## src/rtl/line_frame_sequencer_pkg.sv

```systemverilog
`default_nettype none
// ============================================================================
// Module      : line_frame_sequencer_pkg
// Description : Shared state encoding and default frame constants for the
//               line/frame sequencer.
// Revision    : 1.0 - initial release
// ============================================================================
package line_frame_sequencer_pkg;

    localparam logic [1:0] c_ST_IDLE = 2'd0;
    localparam logic [1:0] c_ST_RUN  = 2'd1;
    localparam logic [1:0] c_ST_GAP  = 2'd2;
    localparam logic [1:0] c_ST_DONE = 2'd3;

    localparam int c_LINES_NORM = 1024;
    localparam int c_LINES_TEST = 4;
    localparam int c_GAP_CYC    = 8;

    // Terminal values of the 12-bit pixel counter on the far side of endLine
    localparam int c_PIX_TERM_NORM = 4095;
    localparam int c_PIX_TERM_TEST = 1289;

endpackage
`default_nettype wire

```

## src/rtl/line_frame_sequencer_gap_timer.sv

```systemverilog
`default_nettype none
// ============================================================================
// Module      : line_frame_sequencer_gap_timer
// Description : Load/decrement counter with a zero flag, times the blanking
//               gap between lines.
// Revision    : 1.0 - initial release
// ============================================================================
module line_frame_sequencer_gap_timer #(
    parameter int GAP_W = 8
) (
    input  logic             clk,
    input  logic             rst,
    input  logic             i_load,
    input  logic [GAP_W-1:0] i_load_val,
    input  logic             i_dec,
    output logic             o_zero
);

    logic [GAP_W-1:0] r_cnt;

    always_ff @(posedge clk or posedge rst) begin
        if (rst) begin
            r_cnt <= '0;
        end else if (i_load) begin
            r_cnt <= i_load_val;
        end else if (i_dec) begin
            r_cnt <= r_cnt - GAP_W'(1);
        end
    end

    assign o_zero = (r_cnt == '0);

endmodule
`default_nettype wire

```

## src/rtl/line_frame_sequencer.sv

```systemverilog
`default_nettype none
// ============================================================================
// Module      : line_frame_sequencer
// Description : Drives the pixel counter enable, counts lines, inserts a
//               blanking gap between lines and flags frame completion.
// Revision    : 1.0 - initial release
// ============================================================================
module line_frame_sequencer
    import line_frame_sequencer_pkg::*;
#(
    parameter int LINE_W     = 11,
    parameter int LINES_NORM = c_LINES_NORM,
    parameter int LINES_TEST = c_LINES_TEST,
    parameter int GAP_W      = 8,
    parameter int GAP_CYC    = c_GAP_CYC
) (
    input  logic              clk,
    input  logic              rst,
    input  logic              start,
    input  logic              test_in,
    input  logic              loop,
    input  logic              abort,
    input  logic              endLine,
    output logic              b12_enb,
    output logic              test,
    output logic [LINE_W-1:0] line_cnt,
    output logic              endFrame,
    output logic              busy,
    output logic              err
);

    localparam logic [LINE_W-1:0] c_LAST_NORM = LINE_W'(LINES_NORM - 1);
    localparam logic [LINE_W-1:0] c_LAST_TEST = LINE_W'(LINES_TEST - 1);
    localparam logic [GAP_W-1:0]  c_GAP_LOAD  = GAP_W'(GAP_CYC - 1);

    logic [1:0]        r_state, w_state_nx;
    logic              r_enb, w_enb_nx;
    logic              r_test_q, w_test_nx;
    logic [LINE_W-1:0] r_line, w_line_nx;
    logic              r_endf, w_endf_nx;
    logic              r_busy;
    logic              r_err, w_err_nx;
    logic              w_gap_load, w_gap_dec, w_gap_zero;
    logic [LINE_W-1:0] w_last_line;

    assign w_last_line = r_test_q ? c_LAST_TEST : c_LAST_NORM;

    line_frame_sequencer_gap_timer #(
        .GAP_W (GAP_W)
    ) u_gap_timer (
        .clk        (clk),
        .rst        (rst),
        .i_load     (w_gap_load),
        .i_load_val (c_GAP_LOAD),
        .i_dec      (w_gap_dec),
        .o_zero     (w_gap_zero)
    );

    always_comb begin
        w_state_nx = r_state;
        w_enb_nx   = r_enb;
        w_test_nx  = r_test_q;
        w_line_nx  = r_line;
        w_endf_nx  = 1'b0;
        w_err_nx   = r_err;
        w_gap_load = 1'b0;
        w_gap_dec  = 1'b0;

        if (abort) begin
            w_state_nx = c_ST_IDLE;
            w_enb_nx   = 1'b0;
            w_line_nx  = '0;
        end else begin
            case (r_state)
                c_ST_IDLE: begin
                    if (start) begin
                        w_test_nx  = test_in;
                        w_line_nx  = '0;
                        w_enb_nx   = 1'b1;
                        w_err_nx   = 1'b0;
                        w_state_nx = c_ST_RUN;
                    end
                end
                c_ST_RUN: begin
                    if (endLine) begin
                        w_enb_nx = 1'b0;
                        if (r_line == w_last_line) begin
                            w_endf_nx  = 1'b1;
                            w_state_nx = c_ST_DONE;
                        end else begin
                            w_line_nx  = r_line + LINE_W'(1);
                            w_gap_load = 1'b1;
                            w_state_nx = c_ST_GAP;
                        end
                    end
                end
                c_ST_GAP: begin
                    if (w_gap_zero) begin
                        w_enb_nx   = 1'b1;
                        w_state_nx = c_ST_RUN;
                    end else begin
                        w_gap_dec = 1'b1;
                    end
                end
                default: begin
                    if (loop) begin
                        w_line_nx  = '0;
                        w_gap_load = 1'b1;
                        w_state_nx = c_ST_GAP;
                    end else begin
                        w_state_nx = c_ST_IDLE;
                    end
                end
            endcase
        end

        // Error sources take priority over the clear from an accepted start
        if (endLine && (r_state != c_ST_RUN)) begin
            w_err_nx = 1'b1;
        end
        if (start && r_busy && !abort) begin
            w_err_nx = 1'b1;
        end
    end

    always_ff @(posedge clk or posedge rst) begin
        if (rst) begin
            r_state  <= c_ST_IDLE;
            r_enb    <= 1'b0;
            r_test_q <= 1'b0;
            r_line   <= '0;
            r_endf   <= 1'b0;
            r_busy   <= 1'b0;
            r_err    <= 1'b0;
        end else begin
            r_state  <= w_state_nx;
            r_enb    <= w_enb_nx;
            r_test_q <= w_test_nx;
            r_line   <= w_line_nx;
            r_endf   <= w_endf_nx;
            r_busy   <= (w_state_nx != c_ST_IDLE);
            r_err    <= w_err_nx;
        end
    end

    assign b12_enb  = r_enb;
    assign test     = r_test_q;
    assign line_cnt = r_line;
    assign endFrame = r_endf;
    assign busy     = r_busy;
    assign err      = r_err;

endmodule
`default_nettype wire

```

## config.mk

```make
export PLATFORM = sky130hd
export DESIGN_NAME = line_frame_sequencer
export DESIGN_NICKNAME = d
export VERILOG_FILES = /design/src/rtl/line_frame_sequencer_pkg.sv /design/src/rtl/line_frame_sequencer_gap_timer.sv /design/src/rtl/line_frame_sequencer.sv
export SDC_FILE = /design/constraint.sdc
export NUM_CORES = 1
export LEC_CHECK = 0
export ABC_CLOCK_PERIOD_IN_PS = 1900
export CORE_MARGIN = 4
export CORE_UTILIZATION = 48
export DETAILED_ROUTE_END_ITERATION = 12
export MAX_ROUTING_LAYER = met4
export PLACE_DENSITY = 0.75
export SLEW_MARGIN = 10
export SYNTH_ARGS = -nofsm -noshare
export SYNTH_HDL_FRONTEND = slang
export SYNTH_SLANG_ARGS = --single-unit
```

## constraint.sdc

```tcl
create_clock -name clk -period 1.9 [get_ports clk]
set_input_delay 0.57 -clock clk [delete_from_list [all_inputs] [get_ports clk]]
set_output_delay 0.57 -clock clk [all_outputs]
set_load 0.02 [all_outputs]
```

Yosys cells after proc, flatten, opt, wreduce, memory -nomap -nowiden
Cells that the tools add are included.

Output and inout bits: 16. Logic and storage cells: 76. Input port bits: 7. Memories: 0. RAM bits: 0. Bits in registers: 26. Memory bits (read-only): 0. Latch bits: 0.

Bitwise operators: 1. Add/subtract/negate cells: 2. Reduce and logical (&&, ||, !) cells: 17. Multiplexer cells: 38. $lt $le $gt $ge: 0. Multiply operators: 0. Eq/ne operators: 10. Shift-type cells: 0. Divide/modulo/power cells: 0.

Operators with widths (number): $mux W11 (5); $pmux W11 S3 (1); $mux W1 (21); $mux W8 (2); $add A11 B1 Y11 const B (1); $eq A11 B10 Y1 (1); $mux W10 (1); $mux W2 (5); $ne A3 B3 Y1 const B (3); $logic_not A8 Y1 (1); $reduce_bool A4 Y1 (2); $sub A8 B1 Y8 const B (1); $pmux W2 S3 (1); $reduce_and A3 Y1 (2); $reduce_bool A3 Y1 (2); $reduce_and A5 Y1 (1); $reduce_and A4 Y1 (1); $reduce_bool A2 Y1 (2); $logic_and A1 B1 Y1 (3); $ne A3 B1 Y1 const B (1); $ne A3 B2 Y1 const B (1); $pmux W1 S3 (1); $eq A2 B1 Y1 const B (1); $eq A2 B2 Y1 const B (1); 7 further kinds (7).

Longest topological paths before layout
Gate-level depths: netlist of run 1.

Word-level depth: 7. Gate-level depth with buffers: 7. Depth with buffers taken out: 7.

Modules after synthesis
A second synthesis of run 1 with hierarchy kept.

Cells, all modules: 175. Area, all modules: 1564.0 sq um.

By module, submodules not included: line_frame_sequencer (area each 1077.3 sq um, cells each 120, instances 1, sequential area each 450.4 sq um); line_frame_sequencer_gap_timer (area each 486.7 sq um, cells each 55, instances 1, sequential area each 200.2 sq um).

Worst setup path before layout of run 1
OpenSTA, ideal clock, no wires.

Path type: register to register. From: reg r_line[5] (netlist: line_cnt[5]). To: reg r_line[0] (netlist: line_cnt[0]). Path buffers: 1. Data required time: 1.775 ns. Arrival time: 2.049 ns. Library setup time: 0.125 ns. Clock period less this slack: 2.173 ns. Path slack: -0.273 ns. Cell stages (with the launch flop): 7. Cell sequence: dfrtp_1 clkbuf_1 or4_4 or3_4 a21oi_4 nor2_1 mux2_2.

Word-level cells in the longest chain between the ends: 3.

RTL lines: start, declared (line line_frame_sequencer.sv:39) `logic [LINE_W-1:0] r_line, w_line_nx;`; start signal, assigned (line line_frame_sequencer.sv:139) `r_line <= w_line_nx;`; $eq A11 B10 Y1 (line line_frame_sequencer.sv:87) `if (r_line == w_last_line) begin`; $ne A3 B3 Y1 (no line); $reduce_and A5 Y1 (no line).

No other way between the ends. A chain may end at the register's enable or synchronous reset.

Worst setup path in the final report of run 1
From: reg r_line[6] (netlist: line_cnt[6]). To: reg u_gap_timer.r_cnt[1].

Word-level cells in the longest chain between the ends: 6. Elaborated cells between the ends (all ways): 7. Classes of those cells: 1 x eq/ne; 5 x mux; 1 x reduce/logical.

RTL lines: $eq A11 B10 Y1 (*) (line line_frame_sequencer.sv:87); $mux W1 (*) (line line_frame_sequencer.sv:87); $mux W1 (*) (line line_frame_sequencer.sv:85) `if (endLine) begin`; $pmux W1 S2 (*) (line line_frame_sequencer.sv:74) `case (r_state)`; $mux W1 (*) (line line_frame_sequencer.sv:69) `if (abort) begin`; $mux W8 or $reduce_bool A2 Y1 (tied branches); end signal, assigned (line line_frame_sequencer_gap_timer.sv:25) `r_cnt <= i_load_val;`; end signal, assigned (line line_frame_sequencer_gap_timer.sv:27) `r_cnt <= r_cnt - GAP_W'(1);`; end, declared (line line_frame_sequencer_gap_timer.sv:19) `logic [GAP_W-1:0] r_cnt;`.

Mark *: on every way between the ends. The rest lies on a longest branch, timed or not.

==> results.sh, run 1 <==
export IMPL_hold_viol_final=0
export IMPL_synthCells=170
export IMPL_whs_ns=0.527
export IMPL_first_pass_iters=8
export IMPL_hold_class="reg2reg"
export IMPL_ioPinCount=23
export IMPL_cts_tree="yes"
export IMPL_finalSetupTns_ns=-1.60
export IMPL_htree_levels=1
export IMPL_max_stage_delay_ns=0.55
export IMPL_overflow=0
export IMPL_track_usage=0.220
export IMPL_synthArstFlopShare=1.00
export IMPL_antenna_found_initial=0
export IMPL_yosysSeqAreaShare=0.412
export IMPL_critical_path_top_delay_family="simple AND/OR/NAND/NOR gates"
export IMPL_cts_sinks=26
export IMPL_synth_nets=180
export IMPL_setup_ws_ns=-0.170
export IMPL_fin_skew_ns=0.00365
export IMPL_wl_per_cell_um=15.8
export IMPL_slew_viol_final=0
export IMPL_final_cell_mix="buf_4, dfrtp_1, nand2_1, dlygate4sd2_1, nor2_1"
export IMPL_die_y_um=65.4
export IMPL_worstMarginPinSlew_ns=0.572
export IMPL_violations="DRC, setup timing"
export IMPL_diodes=0
export IMPL_place_hpwl_mm=3.19
export IMPL_drv_cap=0
export IMPL_end_kind="register"
export IMPL_final_fill_count=259
export IMPL_ant_nets=0
export IMPL_cp_num_buf_inv=0
export IMPL_cp_data_arrival_time_ns=2.30
export IMPL_layout_min_cycle_time_ns=2.07
export IMPL_yosysUniqueCellTypes=49
export IMPL_worstPathRequired_ns=2.13
export IMPL_grt_pass1_wl_mm=7.24
export IMPL_slowest_stage="or4_4"
export IMPL_port_buffers=22
export IMPL_drc=2
export IMPL_critPathMaxFanout=7
export IMPL_synthTopCellsByArea="dfrtp_1, nand2_1, a21oi_1"
export IMPL_coreArea_mm2=0.00310
export IMPL_cts_made_buffers=3
export IMPL_std_cell_rows=20
export IMPL_path_clk_slew_ns=0.14
export IMPL_fin_crit_sh=1.09
export IMPL_ys_flop_type="dfrtp_1"
export IMPL_netlist_area_leader_share=0.412
export IMPL_cp_start_kind="register"
export IMPL_fp_dieW_um=65.4
export IMPL_nNetsFinal=242
export IMPL_final_common_cell="buf_4"
export IMPL_gp_congestion=0.870
export IMPL_slew_headroom=0.616
export IMPL_ys_warn_count=0
export IMPL_die_area_mm2=0.00427
export IMPL_drt_iter0_markers=109
export IMPL_vias_per_cell=5.83
export IMPL_setup_violations=17
export IMPL_path_class="reg2reg"
export IMPL_layout_drive_gt1_share=0.320
export IMPL_wl_mm=4.33
export IMPL_vias=1602
export IMPL_path_cells="or4_4, or3_4, a21oi_4, o22ai_4, a211o_1"
export IMPL_synth_avg_cell_area_um2=9.30
export IMPL_rsz0062_at_grt="yes"
export IMPL_initial_core_util=0.509
export IMPL_yosys_register_bits=26
export IMPL_grt_max_degree=27
export IMPL_insertion_delay_ns=0.33
export IMPL_clockBufferDepth=2
export IMPL_netlist_area_mm2=0.00158
export IMPL_peakVddDrop_mv=0.404
export IMPL_pwr_density_cell_mw_per_mm2=607
export IMPL_synth_enable_flop_cells=0
export IMPL_fmax_mhz=483
export IMPL_yosysTopAreaCell="dfrtp_1"
export IMPL_area_growth_pct=40.9
export IMPL_cts_root_buffer="clkbuf_4"
export IMPL_grt_pass1_vias=1586
export IMPL_leakage_nw=1.07
export IMPL_status="complete, but fails checks"
-- layer usage --
layer  GRT usage  part of all wire  up-vias
met5           -                 0        -
met4      0.0622             0.019        0
met3      0.0256             0.042        8
met2       0.365              0.50       52
met1       0.284              0.44      786
li1            -                 -      756
-- cells in the mapped netlist, types with 3 or more instances --
cell type / instances
o211ai_1: 4
nand2b_1: 4
dfrtp_1: 26
nor3_1: 10
nand3_1: 8
nand2_1: 19
a21oi_1: 12
xnor2_1: 5
nor4_1: 7
ha_1: 3
inv_1: 7
mux2_2: 5
o31ai_1: 4
nor2_1: 13
-- through the flow --
stage,total power [mW],area [um^2],utilization,worst slack [ns],cells
floorplan,0.874,1600,-,-0.250,170
global placement,1.01,2120,0.682,-0.180,270
detailed placement,1.03,2120,0.682,-0.292,270
CTS,1.32,2160,0.696,-0.151,275
global route,1.43,2230,0.717,-0.241,275
finish,1.35,2230,0.717,-0.170,275
-- layout make-up --
| cell class | instances | area (um^2) | area share |
|---|---|---|---|
| clock buffer | 4 | 36.3 | 0.0163 |
| timing repair buffer | 62 | 515 | 0.232 |
| sequential | 26 | 653 | 0.293 |
| tap | 44 | 55.1 | 0.0247 |
| inverter | 7 | 26.3 | 0.0118 |
| multi-input combinational | 132 | 940 | 0.422 |
-- where the power goes --
part	internal, mW	switching (mW)	leakage, nW
Sequential	0.602	0.0506	0.338
Clock	0.117	0.173	0.0210
Combinational	0.204	0.204	0.712
-- registers in the layout (all words and copies together) (netlist names) --
name,count
r_state,2
err,1
line_cnt,11
test,1
endFrame,1
u_gap_timer.r_cnt,8
b12_enb,1
busy,1
-- timing repair --
item | 4_1_cts | 5_1_grt
setup buffers | 1 | 0
pin swaps | 5 | 5
hold buffers | 0 | 0
resized for setup | 16 | 15
endpoints found under the setup margin | 30 | 24
-- worst paths after layout --
| path | startpoint | endpoint | slack [ns] | cells past startpoint |
|---|---|---|---|---|
| worst min register to register | u_gap_timer.r_cnt[1] | u_gap_timer.r_cnt[1] | 0.53 | 1 |
| worst max register to register | line_cnt[6] | u_gap_timer.r_cnt[1] | -0.17 | 5 |
| min in group asynchronous | rst | line_cnt[9] | 0.58 | 3 |
| max in group asynchronous | rst | line_cnt[5] | 1.05 | 3 |
| worst max-delay path | line_cnt[6] | u_gap_timer.r_cnt[1] | -0.17 | 5 |
| worst min-delay path | u_gap_timer.r_cnt[1] | u_gap_timer.r_cnt[1] | 0.53 | 1 |
-- cell families (layout without fill, tap and decap cells) --
group | Yosys count | count (layout) | synth area share
AOI/OAI and AO/OA | 41 | 41 | 0.196
xor gates and xnor gates | 5 | 5 | 0.0277
adders and majority gates | 3 | 3 | 0.0238
buffers and inverters | 12 | 73 | 0.0404
DFF | 26 | 26 | 0.412
muxes | 5 | 5 | 0.0356
and+or+nand+nor | 78 | 78 | 0.264
Note: power is estimated with default switching activity, not from simulation.
==> inputs of run 2 (changes only) <==
- CAP_MARGIN: not set -> 20
- CELL_PAD_IN_SITES_DETAIL_PLACEMENT: not set -> 0
- CELL_PAD_IN_SITES_GLOBAL_PLACEMENT: not set -> 1
- CORE_UTILIZATION: 48 -> 37
- PLACE_DENSITY: 0.75 -> not set
- PLACE_DENSITY_LB_ADDON: not set -> 0.1
==> results.sh, run 2 (synthesis gave the netlist of run 1 again) <==
export IMPL_path_class="reg2reg"
export IMPL_clockBufferDepth=2
export IMPL_final_instance_count_excl_fill=290
export IMPL_cp_data_arrival_time_ns=2.26
export IMPL_fin_util=0.568
export IMPL_fp_dieW_um=73.4
export IMPL_insertion_delay_ns=0.27
export IMPL_ant_nets=0
export IMPL_grt_max_degree=27
export IMPL_fin_skew_ns=0.00301
export IMPL_largest_reg_flops=11
export IMPL_min_from="b12_enb"
export IMPL_htree_levels=1
export IMPL_cp_start_kind="register"
export IMPL_place_hpwl_mm=3.15
export IMPL_drt_iter0_markers=77
export IMPL_slew_viol_final=0
export IMPL_hold_class="reg2reg"
export IMPL_cts_root_buffer="clkbuf_8"
export IMPL_finalSetupTns_ns=-2.32
export IMPL_worstPathRequired_ns=2.06
export IMPL_gp_congestion=0.889
export IMPL_rsz0062_at_grt="yes"
export IMPL_peakVddDrop_mv=0.337
export IMPL_cp_num_buf_inv=0
export IMPL_layout_drive_gt1_share=0.354
export IMPL_cp_startpoint="line_cnt[3]"
export IMPL_port_buffers=22
export IMPL_area_growth_pct=45.8
export IMPL_setup_ws_ns=-0.197
export IMPL_layout_min_cycle_time_ns=2.10
export IMPL_diodes=0
export IMPL_initial_core_util=0.389
export IMPL_grt_pass1_vias=1621
export IMPL_pwr_density_cell_mw_per_mm2=619
export IMPL_nNetsFinal=251
export IMPL_overflow=0
export IMPL_hold_viol_final=0
export IMPL_cts_made_buffers=3
export IMPL_violations="setup timing"
export IMPL_first_pass_iters=4
export IMPL_cts_tree="yes"
export IMPL_final_common_cell="buf_4"
export IMPL_max_stage_delay_ns=0.54
export IMPL_drv_cap=0
export IMPL_wl_per_cell_um=15.3
export IMPL_slowest_stage="or4_4"
export IMPL_drc=0
export IMPL_place_inst=279
export IMPL_final_cell_mix="buf_4, dfrtp_1, nand2_1, clkdlybuf4s50_1"
export IMPL_worstMarginPinSlew_ns=0.627
export IMPL_setup_violations=18
export IMPL_critPathMaxFanout=6
export IMPL_end_kind="register"
export IMPL_status="complete, but fails checks"
export IMPL_track_usage=0.185
export IMPL_std_cell_rows=23
export IMPL_post_place_ws_ns=-0.311
export IMPL_regToRegStartpoint="line_cnt[3]"
export IMPL_coreArea_mm2=0.00406
export IMPL_wl_mm=4.43
export IMPL_grt_pass1_wl_mm=7.51
export IMPL_leakage_nw=1.06
export IMPL_die_area_mm2=0.00538
export IMPL_path_cells="or4_4, or3_4, a21oi_4, o22ai_4, a211o_1"
export IMPL_critical_path_top_delay_family="simple AND/OR/NAND/NOR gates"
export IMPL_path_clk_slew_ns=0.09
export IMPL_total_power_mw=1.43
export IMPL_fin_crit_sh=1.10
export IMPL_fmax_mhz=477
export IMPL_slew_headroom=0.579
export IMPL_reg2reg_slack_ns=-0.20
export IMPL_antenna_found_initial=0
export IMPL_cts_sinks=26
export IMPL_vias_per_cell=5.42
export IMPL_die_y_um=73.4
export IMPL_vias=1573
export IMPL_ioPinCount=23
run 2: cell count changes in the layout (fill, tap and decap cells not counted), moves of 2 or more:
cell and delta:
buf_4 +7, buf_6 +2, clkbuf_4 -3, clkbuf_8 +3, clkdlybuf4s50_1 +5, dlygate4sd2_1 -3
dlymetal6s2s_1 -3, nor2_1 -2, nor2_2 +2
run 2: layer usage:
metal | part of all wire | vias to the layer above | wire length, um | global-route usage
li1 | - | 776 | - | -
met1 | 0.46 | 735 | 2060 | 0.237
met2 | 0.47 | 49 | 2090 | 0.297
met3 | 0.038 | 13 | 170 | 0.0260
met4 | 0.025 | 0 | 110 | 0.0684
met5 | 0 | - | 0 | -
run 2: metrics by stage:
step / hold WS, ns / cell area, um^2
finish: 0.540 / 2300
floorplan: 0.459 / 1600
global route: 0.577 / 2300
CTS: 0.524 / 2250
global placement: 0.471 / 2150
detailed placement: 0.502 / 2150
run 2: path summary, 6_finish.rpt:
kind | to | cells after the start
worst min-delay path | b12_enb | 2
worst min register to register | b12_enb | 2
worst max register to register | u_gap_timer.r_cnt[1] | 5
worst max-delay path | u_gap_timer.r_cnt[1] | 5
max in group asynchronous | line_cnt[5] | 3
min in group asynchronous | line_cnt[8] | 3
run 2: worst register-to-register path: cells and delay by family (launching register included):
| family | cells | cell delay [ns] |
|---|---|---|
| simple gates | 2 | 0.95 |
| compound gates | 3 | 0.63 |
| flops | 1 | 0.41 |
run 2: area by class of cell:
cell class,instances,area [um^2]
tap,50,62.6
clock buffer,4,55.1
timing repair buffer,71,582
sequential,26,653
fill,367,1750
inverter,7,26.3
multi-input combinational,132,925
run 2: timing repair:
item / 4_1_cts / 5_1_grt
hold buffers: 0 / 0
gates resized for setup: 18 / 11
setup buffers: 4 / 3
pin swaps: 10 / 5
setup endpoints to repair: 29 / 22
run 2: report_power, final:
part	internal (mW)	switching (mW)
Clock	0.185	0.181
Combinational	0.210	0.197
Sequential	0.602	0.0494
